**src/rtl/adpll_lock_controller.sv**
```systemverilog
// ADPLL lock controller: times each phase-detector sample off the reference edge and runs
// the acquire/track lock state machine that picks the loop-filter gain.
module adpll_lock_controller #(
  parameter int WIDTH         = 20,
  parameter int SETTLE_CYCLES = 4,
  parameter int LOCK_THRESH   = 8,
  parameter int LOCK_COUNT    = 16,
  parameter int UNLOCK_COUNT  = 4
) (
  input  logic             fpga_clk_i,
  input  logic             reset_i,
  input  logic             enable_i,
  input  logic             reference_i,
  input  logic [WIDTH-1:0] pd_clock_cycles_i,
  output logic             update_o,
  output logic [WIDTH-1:0] error_o,
  output logic [1:0]       gain_sel_o,
  output logic             locked_o,
  output logic             overrun_o,
  output logic [1:0]       state_o
);

  localparam int MAX_A = (LOCK_COUNT > UNLOCK_COUNT) ? LOCK_COUNT : UNLOCK_COUNT;
  localparam int MAX_C = (MAX_A > SETTLE_CYCLES) ? MAX_A : SETTLE_CYCLES;
  localparam int CW    = $clog2(MAX_C + 1);

  localparam logic [1:0] ST_IDLE  = 2'd0;
  localparam logic [1:0] ST_ACQ   = 2'd1;
  localparam logic [1:0] ST_TRACK = 2'd2;

  localparam logic [1:0] GAIN_HOLD   = 2'b00;
  localparam logic [1:0] GAIN_COARSE = 2'b01;
  localparam logic [1:0] GAIN_FINE   = 2'b10;

  localparam logic [CW-1:0]    CNT_ZERO   = CW'(32'd0);
  localparam logic [CW-1:0]    CNT_ONE    = CW'(32'd1);
  localparam logic [CW-1:0]    SETTLE_LD  = CW'(SETTLE_CYCLES);
  localparam logic [CW-1:0]    LOCK_LIM   = CW'(LOCK_COUNT);
  localparam logic [CW-1:0]    UNLOCK_LIM = CW'(UNLOCK_COUNT);
  localparam logic [WIDTH-1:0] THRESH     = WIDTH'(LOCK_THRESH);

  // Two's-complement magnitude; the most negative code has no positive twin, so clamp it.
  function automatic logic [WIDTH-1:0] abs_sat(input logic [WIDTH-1:0] e);
    logic [WIDTH-1:0] neg;
    neg = ~e + {{(WIDTH-1){1'b0}}, 1'b1};
    if (!e[WIDTH-1]) begin
      abs_sat = e;
    end else if (neg[WIDTH-1]) begin
      abs_sat = {1'b0, {(WIDTH-1){1'b1}}};
    end else begin
      abs_sat = neg;
    end
  endfunction

  logic             sync1_q, sync2_q, sync3_q;
  logic [CW-1:0]    cnt_q, cnt_d;
  logic [1:0]       state_q, state_d;
  logic [CW-1:0]    lock_cnt_q, lock_cnt_d;
  logic [CW-1:0]    miss_cnt_q, miss_cnt_d;
  logic             update_q, update_d;
  logic [WIDTH-1:0] error_q, error_d;
  logic [1:0]       gain_sel_q, gain_sel_d;
  logic             locked_q, locked_d;
  logic             overrun_q, overrun_d;

  logic             rise_det_s;
  logic             active_s;
  logic             load_s;
  logic             ovr_s;
  logic             sample_s;
  logic             in_win_s;

  always_comb begin
    rise_det_s = sync2_q & ~sync3_q;
    active_s   = enable_i && ((state_q == ST_ACQ) || (state_q == ST_TRACK));
    load_s     = active_s && rise_det_s && (cnt_q <= CNT_ONE);
    ovr_s      = active_s && rise_det_s && (cnt_q > CNT_ONE);
    in_win_s   = (abs_sat(pd_clock_cycles_i) <= THRESH);

    // The sample edge is the one on which the settle count lands on 1, so update_o
    // rises exactly SETTLE_CYCLES cycles after rise_det, even when SETTLE_CYCLES is 1.
    if (!active_s) begin
      cnt_d = CNT_ZERO;
    end else if (load_s) begin
      cnt_d = SETTLE_LD;
    end else if (cnt_q != CNT_ZERO) begin
      cnt_d = cnt_q - CNT_ONE;
    end else begin
      cnt_d = CNT_ZERO;
    end
    sample_s = active_s && (cnt_d == CNT_ONE);

    state_d    = state_q;
    lock_cnt_d = lock_cnt_q;
    miss_cnt_d = miss_cnt_q;
    overrun_d  = overrun_q;
    update_d   = 1'b0;
    error_d    = error_q;

    case (state_q)
      ST_IDLE: begin
        lock_cnt_d = CNT_ZERO;
        miss_cnt_d = CNT_ZERO;
        overrun_d  = 1'b0;
        if (enable_i) begin
          state_d = ST_ACQ;
        end else begin
          state_d = ST_IDLE;
        end
      end
      ST_ACQ: begin
        overrun_d = overrun_q | ovr_s;
        if (sample_s) begin
          update_d = 1'b1;
          error_d  = pd_clock_cycles_i;
          if (!in_win_s) begin
            lock_cnt_d = CNT_ZERO;
          end else if (lock_cnt_q + CNT_ONE >= LOCK_LIM) begin
            lock_cnt_d = LOCK_LIM;
            miss_cnt_d = CNT_ZERO;
            state_d    = ST_TRACK;
          end else begin
            lock_cnt_d = lock_cnt_q + CNT_ONE;
          end
        end else begin
          update_d = 1'b0;
        end
      end
      ST_TRACK: begin
        overrun_d = overrun_q | ovr_s;
        if (sample_s) begin
          update_d = 1'b1;
          error_d  = pd_clock_cycles_i;
          if (in_win_s) begin
            miss_cnt_d = CNT_ZERO;
          end else if (miss_cnt_q + CNT_ONE >= UNLOCK_LIM) begin
            miss_cnt_d = CNT_ZERO;
            lock_cnt_d = CNT_ZERO;
            state_d    = ST_ACQ;
          end else begin
            miss_cnt_d = miss_cnt_q + CNT_ONE;
          end
        end else begin
          update_d = 1'b0;
        end
      end
      default: begin
        state_d    = ST_IDLE;
        lock_cnt_d = CNT_ZERO;
        miss_cnt_d = CNT_ZERO;
        overrun_d  = 1'b0;
      end
    endcase

    // Dropping enable wins over everything above, including a sample due on this edge.
    if (!enable_i) begin
      state_d    = ST_IDLE;
      lock_cnt_d = CNT_ZERO;
      miss_cnt_d = CNT_ZERO;
      overrun_d  = 1'b0;
      update_d   = 1'b0;
    end else begin
      state_d = state_d;
    end

    case (state_d)
      ST_ACQ: begin
        gain_sel_d = GAIN_COARSE;
        locked_d   = 1'b0;
      end
      ST_TRACK: begin
        gain_sel_d = GAIN_FINE;
        locked_d   = 1'b1;
      end
      default: begin
        gain_sel_d = GAIN_HOLD;
        locked_d   = 1'b0;
      end
    endcase
  end

  always_ff @(posedge fpga_clk_i or posedge reset_i) begin
    if (reset_i) begin
      sync1_q    <= 1'b0;
      sync2_q    <= 1'b0;
      sync3_q    <= 1'b0;
      cnt_q      <= CNT_ZERO;
      state_q    <= ST_IDLE;
      lock_cnt_q <= CNT_ZERO;
      miss_cnt_q <= CNT_ZERO;
      update_q   <= 1'b0;
      error_q    <= {WIDTH{1'b0}};
      gain_sel_q <= GAIN_HOLD;
      locked_q   <= 1'b0;
      overrun_q  <= 1'b0;
    end else begin
      sync1_q    <= reference_i;
      sync2_q    <= sync1_q;
      sync3_q    <= sync2_q;
      cnt_q      <= cnt_d;
      state_q    <= state_d;
      lock_cnt_q <= lock_cnt_d;
      miss_cnt_q <= miss_cnt_d;
      update_q   <= update_d;
      error_q    <= error_d;
      gain_sel_q <= gain_sel_d;
      locked_q   <= locked_d;
      overrun_q  <= overrun_d;
    end
  end

  assign update_o   = update_q;
  assign error_o    = error_q;
  assign gain_sel_o = gain_sel_q;
  assign locked_o   = locked_q;
  assign overrun_o  = overrun_q;
  assign state_o    = state_q;

endmodule

```
**config.mk**
```make
export PLATFORM = sky130hd
export DESIGN_NAME = adpll_lock_controller
export DESIGN_NICKNAME = d
export VERILOG_FILES = /design/src/rtl/adpll_lock_controller.sv
export SDC_FILE = /design/constraint.sdc
export NUM_CORES = 1
export LEC_CHECK = 0
export CAP_MARGIN = 15
export CORE_UTILIZATION = 25
export CTS_CLUSTER_SIZE = 14
export DETAILED_ROUTE_END_ITERATION = 12
export GPL_TIMING_DRIVEN = 0
export HOLD_SLACK_MARGIN = 0.08
export PLACE_DENSITY = 0.53
export SLEW_MARGIN = 30
export SYNTH_ARGS = -nofsm -noshare
export SYNTH_HDL_FRONTEND = slang
export SYNTH_SLANG_ARGS = --single-unit
```
**constraint.sdc**
```tcl
create_clock -name fpga_clk_i -period 6.9 [get_ports fpga_clk_i]
set_input_delay 2.07 -clock fpga_clk_i [delete_from_list [all_inputs] [get_ports fpga_clk_i]]
set_output_delay 2.07 -clock fpga_clk_i [all_outputs]
set_load 0.05 [all_outputs]
```
# Word-level counts from Yosys, hierarchy flattened

Cells that the tools add are included.

Word-level logic and storage cells: 84
Bits of input ports: 24
Bits in registers: 45

Muxes and demuxes: 36
Order comparisons: 5
Bitwise operators: 4
$add $sub $neg: 4
Reduce and logical (&&, ||, !) cells: 12
Eq/ne operators: 11

Operators by type and width:

| cell                  | number |
|---|---|
| $mux 5                | 17 |
| $mux 19               | 2 |
| $add 20x1->20 const B | 1 |
| $le 20x4->1 const B   | 1 |
| $not 20->20           | 1 |
| $pmux 5 s2            | 2 |
| $mux 2                | 7 |
| $ne 3x3->1 const B    | 4 |
| $add 5x1->5 const B   | 2 |
| $reduce_and 4->1      | 2 |
| $mux 1                | 6 |
| $ne 3x2->1 const B    | 2 |
| $pmux 2 s3            | 1 |
| $eq 5x1->1 const B    | 1 |
| $ge 5x3->1 const B    | 1 |
| $ge 5x5->1 const B    | 1 |
| $gt 5x1->1 const B    | 1 |
| $le 5x1->1 const B    | 1 |
| $logic_and 1x1->1     | 5 |
| $reduce_bool 5->1     | 1 |
| $sub 5x1->5 const B   | 1 |
| $eq 2x1->1 const B    | 2 |
| $eq 2x2->1 const B    | 2 |
| $pmux 2 s2            | 1 |
| 7 further kinds       | 7 |

# Depth between registers and ports, before layout

Gate-level depths: netlist (run 1).

Depth in word-level cells: 14
Depth in mapped cells: 10

# Worst setup path after synthesis (run 1)

No wires, ideal clock.

Path kind: in2reg
Start: input port pd_clock_cycles_i[6]
End: register lock_cnt_q[1]
Buffers on the path: 1
Slack: 2551 ps
Stages: 9
Arrival time: 4221 ps
Path through: buf_6 or4_1 nand4bb_1 a32o_1 a31oi_1 and4b_4 a21oi_2 nor3_4 mux2_1

Longest elaborated chain between the ends: 9

RTL lines:

| what                 | RTL line | source |
|---|---|---|
| start, declared      | 14       | `input logic [WIDTH-1:0] pd_clock_cycles_i,` |
| $not 20->20          | 45       | `neg = ~e + {{(WIDTH-1){1'b0}}, 1'b1};` |
| $add 20x1->20        | 45       |  |
| $mux 19              | 48       | `end else if (neg[WIDTH-1]) begin` |
| $mux 19 (*)          | 46       | `if (!e[WIDTH-1]) begin` |
| $le 20x4->1 (*)      | 78       | `in_win_s = (abs_sat(pd_clock_cycles_i) <= THRESH);` |
| $mux 5               | 116      | `if (!in_win_s) begin` |
| $mux 5               | 113      | `if (sample_s) begin` |
| $pmux 5 s2           | 100      | `case (state_q)` |
| $mux 5               | 156      | `if (!enable_i) begin` |
| end signal, assigned | 202      | `lock_cnt_q <= lock_cnt_d;` |
| end, declared        | 58       | `logic [CW-1:0] lock_cnt_q, lock_cnt_d;` |

Mark *: on every way between the ends. The rest lies on a longest branch, timed or not. The select of a mux whose other input is x is not followed.
A chain may end at the register's enable or synchronous reset.

# Worst setup path after layout (run 1)

Start: input port pd_clock_cycles_i[3]
End: register lock_cnt_q[1]

The elaborated chain is that of the path after synthesis.

==> results.json, run 1 <==
{
  "status": "complete, no violations",
  "cp-start-kind": "input port",
  "antenna_left": 0,
  "grt_pass1_vias": 2203,
  "worstMarginPinSlew_ps": 572,
  "fp.dieH_um": 105,
  "ys_ff_latch": 44,
  "r2r-start": "state_o[0]",
  "cpPeakStageDelay_ps": 550,
  "grt.total_usage_pct": 12.4,
  "drv_cap": 0,
  "gr-total-overflow": 0,
  "root_buffer": "clkbuf_8",
  "grt_start_max_net_pins": 45,
  "grt_pass1_wl_um": 11000,
  "cp_max_fo": 8,
  "nets": 359,
  "cts_max_level": 2,
  "post-route-min-period_ps": 4880,
  "fill_cells": 1047,
  "ys.flop_type": "dfrtp_1",
  "rsz0062_at_grt": "false",
  "finalSetupTns_ps": 0,
  "place_hpwl_um": 4880,
  "maxSlewHeadroom_pct": 61.9,
  "avgSynthCellArea_um2": 9.66,
  "p_leak_nw": 1.45,
  "die_w_um": 105,
  "synth_edf_count": 0,
  "synthArstFlopShare_pct": 100,
  "finalSetupViolations": 0,
  "fin_crit_sh_pct": 70.8,
  "cts_buffers": 5,
  "reg2regPathDepth": 9,
  "required_ps": 7080,
  "io_buffers": 43,
  "synth.largest_area_cell": "dfrtp_1",
  "ys_seq_area_share_pct": 41.5,
  "wirelength_um": 6430,
  "synth_most_common_cell": "dfrtp_1",
  "critPathArrivalTime_ps": 5060,
  "dr.pass1.iters": 4,
  "worstHoldStart": "sync1_q",
  "path_class": "in -> reg",
  "synthesis.nets": 309,
  "reg2reg_slack_ps": 3950,
  "layout.area.seq_um2": 1100,
  "area_delta_synth_final_pct": 25.6,
  "multiInputGateArea_um2": 1420,
  "cts_buffer_depth": 2,
  "ys_types": 60,
  "fin_worst_skew_ps": 8.36,
  "cts_hold_buf": 0,
  "io_pins": 51,
  "drive_gt1_share_pct": 11.4,
  "syn_area_um2": 2660,
  "post_cts_buffers": 0,
  "drcViolationCount": 0,
  "crit_chain": "clkdlybuf4s50_1 -> nor4_2 -> nand4_1 -> or3b_1 -> a21oi_1 -> a2bb2oi_2 -> a21oi_2 -> nor3_4 -> mux2_1",
  "viasPerCell": 4.88,
  "clock_sinks": 44,
  "fmax_mhz": 205,
  "start_util_pct": 25.7,
  "clock_latency_ps": 290,
  "cp-end-kind": "flop",
  "synth_top_area_share_pct": 41.5,
  "clk_pin_slew_worst_paths_ps": 80,
  "hold_viol_final": 0,
  "synth.area.top_cells": "dfrtp_1, mux2_2, ha_1",
  "min_path_cells": 0,
  "slowest_stage": "clkdlybuf4s50_1",
  "holdPathEnd": "sync2_q",
  "cts_resized": 0,
  "place_congestion": 0.822,
  "yosysWarnings": 0,
  "synth_commonest_cells": "dfrtp_1, nand2_1, inv_1, nor2_1, mux2_2",
  "antenna_found_initial": 0,
  "hold_path_class": "reg -> reg",
  "synthCells": 275,
  "placementRows": 37,
  "drv_slew": 0,
  "p_per_area_nw_per_um2": 146,
  "fin_hold_ws_ps": 356,
  "num_vias": 2249,
  "coreArea_um2": 10300,
  "r2r_end": "error_o[9]",
  "ir_drop_mv": 0.0663,
  "wl_per_cell_um": 13.9,
  "cts_tree": "built",
  "dieArea_um2": 11000,
  "antenna_cells": 0,
  "drt_iter0_markers": 131
}
-- registers in the layout, summed over array words and instances, names as in the netlist --
| name | flops |
|---|---|
| sync3_q | 1 |
| gain_sel_o | 2 |
| sync2_q | 1 |
| state_o | 2 |
| lock_cnt_q | 5 |
| overrun_o | 1 |
| update_o | 1 |
| error_o | 20 |
| cnt_q | 5 |
| miss_cnt_q | 5 |
| sync1_q | 1 |
-- how the worst max path moves through the flow --
stage / start / to / slack, ps / cells after the start
finish: pd_clock_cycles_i[3] / lock_cnt_q[1] / 2020 / 9
global route: pd_clock_cycles_i[0] / lock_cnt_q[1] / 1750 / 11
CTS: pd_clock_cycles_i[3] / lock_cnt_q[1] / 2010 / 9
detailed placement: pd_clock_cycles_i[3] / lock_cnt_q[1] / 1700 / 9
global placement: pd_clock_cycles_i[3] / lock_cnt_q[1] / 1700 / 9
floorplan: pd_clock_cycles_i[6] / lock_cnt_q[1] / 2550 / 9
-- cell usage in the layout (no fill, tap or decap), types with 10 or more instances in the layout --
cell type / synthesis / final
clkdlybuf4s50_1: 0 / 43
a21oi_1: 10 / 10
o21ai_0: 10 / 10
nand2_1: 20 / 20
nor2_1: 18 / 18
dfrtp_1: 44 / 44
inv_1: 18 / 17
nor3_1: 10 / 10
ha_1: 10 / 10
mux2_2: 15 / 15
clkbuf_1: 9 / 10
-- critical path: cells and delay by family --
family | cells | cell delay [ps]
AND/OR/NAND/NOR | 4 | 1430
AO/OA/AOI/OAI | 3 | 640
buffers and inverters | 1 | 550
multiplexers | 1 | 350
-- where the power goes --
| part | total [W] | internal, W | switching [W] |
|---|---|---|---|
| logic | 0.0000689 | 0.0000268 | 0.0000421 |
| registers | 0.000262 | 0.000260 | 0.00000189 |
| clock network | 0.000158 | 0.0000691 | 0.0000889 |
| total | 0.000489 | 0.000356 | 0.000133 |
-- final cells by class --
class / instances / area share [%]
Timing Repair Buffer: 43 / 12.9
Clock buffer: 6 / 2.17
Tap cell: 136 / 5.10
Inverter: 18 / 2.10
Multi-Input combinational cell: 199 / 42.6
Sequential cell: 44 / 33.0
Buffer: 14 / 2.02
Clock inverter: 1 / 0.150
-- stage by stage --
step / total power, W / setup slack (ps) / util (%) / instances / area, um2
4_1_cts: 0.000498 / 2010 / 32.3 / 461 / 3340
5_1_grt: 0.000517 / 1750 / 32.3 / 461 / 3340
6_report: 0.000489 / 2020 / 32.3 / 461 / 3340
3_5_place_dp: 0.000336 / 1700 / 31.6 / 454 / 3260
2_1_floorplan: 0.000309 / 2550 / - / 275 / 2660
3_3_place_gp: 0.000335 / 1700 / 31.5 / 454 / 3260
-- layer usage --
layer  share of wire, %  vias to the layer above  global-route usage (%)
li1                   -                     1102                       -
met1                 49                     1096                    17.1
met2                 46                       43                    19.6
met3                3.2                        8                    2.18
met4                1.6                        0                    4.23
met5                  0                        -                       0
-- kinds of logic (layout without fill, tap and decap cells) --
family,count (synthesis),after routing,synth area share (%)
and+or+nand+nor,114,114,25.1
AOI/OAI and AO/OA,57,57,16.2
DFF,44,44,41.5
buffers and inverters,32,82,5.09
muxes,16,16,6.78
adders and majority gates,10,10,4.71
xor gates and xnor gates,2,2,0.660
No activity file was read; power rests on OpenSTA's default activity.
==> inputs of run 2 (changes only) <==
- clock period: 6.9 -> 4.9 ns (I/O delays scaled with it)
==> results of run 2 <==
Same layout as run 1 (identical final DEF). Status: complete, no violations.
Among the figures that moved: setup slack after placement 1700 ps -> 297 ps; setup slack after layout 2020 ps -> 618 ps; register-to-register setup slack 3950 ps -> 1950 ps; total power 0.000489 W -> 0.000688 W; worst IR drop on VDD 0.0663 mV -> 0.0933 mV
==> inputs of run 3 (changes only) <==
- CTS_BUF_LIST: default -> sky130_fd_sc_hd__clkbuf_16
==> results.json, run 3 (synthesis gave the netlist of run 1 again) <==
{
  "p_leak_nw": 1.47,
  "wl_met3_um": 277,
  "place_congestion": 0.822,
  "drcViolationCount": 0,
  "grt_start_max_net_pins": 45,
  "fmax_mhz": 232,
  "p_total_w": 0.000782,
  "io_buffers": 43,
  "slowest_stage": "clkdlybuf4s50_1",
  "cp-end-kind": "flop",
  "cts_hold_buf": 0,
  "required_ps": 5060,
  "drt_iter0_markers": 126,
  "cpPeakStageDelay_ps": 550,
  "crit_chain": "clkdlybuf4s50_1 -> nor4_2 -> nand4_1 -> or3b_1 -> a21oi_1 -> a2bb2oi_2 -> a21oi_2 -> nor3_4 -> mux2_1",
  "clk_pin_slew_worst_paths_ps": 60,
  "final_cell_mix": "dfrtp_1, clkdlybuf4s50_1, nand2_1, nor2_1, inv_1",
  "worstMarginPinSlew_ps": 572,
  "drt-met1-wl_um": 3180,
  "finalSetupTns_ps": 0,
  "drv_cap": 0,
  "fp.dieH_um": 105,
  "io_pins": 51,
  "cts_buffer_depth": 2,
  "dp_worst_setup_slack_ps": 297,
  "wl_per_cell_um": 14.1,
  "placed_area_um2": 3260,
  "p_per_area_nw_per_um2": 230,
  "post_cts_buffers": 0,
  "coreArea_um2": 10300,
  "hold_path_class": "reg -> reg",
  "grt_pass1_vias": 2210,
  "met2_length_um": 2960,
  "drv_slew": 0,
  "antenna_found_initial": 0,
  "place_hpwl_um": 4880,
  "root_buffer": "clkbuf_16",
  "ir_drop_mv": 0.128,
  "rsz0062_at_grt": "false",
  "grt_pass1_wl_um": 11100,
  "drive_gt1_share_pct": 11.4,
  "placementRows": 37,
  "top_layer": "met4",
  "cp-start-kind": "input port",
  "fin_worst_skew_ps": 5.08,
  "num_vias": 2270,
  "viasPerCell": 4.92,
  "dr.pass1.iters": 4,
  "post-route-min-period_ps": 4310,
  "nets": 359,
  "clock_sinks": 44,
  "cts_resized": 0,
  "area_delta_synth_final_pct": 27.7,
  "critPathArrivalTime_ps": 4470,
  "hold_viol_final": 0,
  "largest_reg_flops": 20,
  "clock_latency_ps": 280,
  "finalSetupViolations": 0,
  "dieArea_um2": 11000,
  "status": "complete, no violations",
  "gr-total-overflow": 0,
  "cts_buffers": 5,
  "cts_tree": "built",
  "grt.total_usage_pct": 12.5,
  "antenna_cells": 0,
  "path_class": "in -> reg",
  "start_util_pct": 25.7,
  "fin_area_um2": 3390,
  "maxSlewHeadroom_pct": 61.8,
  "final_common_cell": "dfrtp_1",
  "die_w_um": 105,
  "antenna_left": 0,
  "wirelength_um": 6510,
  "layout_setup_ws_ps": 591,
  "fin_crit_sh_pct": 87.9,
  "cp_max_fo": 8,
  "cts_max_level": 2
}
==> run 3: layer usage <==
layer / track usage, % / vias to the layer above
met5: 0 / -
met4: 4.53 / 0
met3: 2.25 / 6
met2: 19.4 / 60
met1: 17.2 / 1104
li1: - / 1100
==> run 3: path summary, 6_finish.rpt <==
check                      cells past startpoint            startpoint  slack (ps)            end
max                                            9  pd_clock_cycles_i[3]         590  lock_cnt_q[1]
min                                            0               sync1_q         350        sync2_q
max reg2reg                                    9            state_o[0]        1950     error_o[9]
min reg2reg                                    0               sync1_q         350        sync2_q
max in group asynchronous                      2               reset_i        2910     error_o[3]
min in group asynchronous                      2               reset_i        1580        sync1_q
==> run 3: area by class of cell <==
class / count / area (um2)
inverter: 18 / 70.1
multi-input combinational: 199 / 1420
tap: 136 / 170
buffer: 14 / 67.6
sequential: 44 / 1100
timing repair buffer: 43 / 430
clock buffer: 5 / 125
fill: 1044 / 6930
clock inverter: 2 / 8.76
==> run 3: stage by stage <==
stage / instances / util [%] / hold WS (ps)
floorplan: 275 / - / 331
global placement: 454 / 31.5 / 332
detailed placement: 454 / 31.6 / 336
CTS: 461 / 32.9 / 351
global route: 461 / 32.9 / 359
finish: 461 / 32.9 / 353
==> run 3: worst max-delay path, delay by kind of cell <==
kind / cells / cell delay (ps)
and+or+nand+nor: 4 / 1440
AOI/OAI and AO/OA: 3 / 640
buffers and inverters: 1 / 550
muxes: 1 / 350
==> run 3: power breakdown <==
group / internal, W / switching, W / leakage (nW)
clock: 0.000183 / 0.000132 / 0.0709
sequential: 0.000367 / 0.00000270 / 0.605
combinational: 0.0000378 / 0.0000597 / 0.799
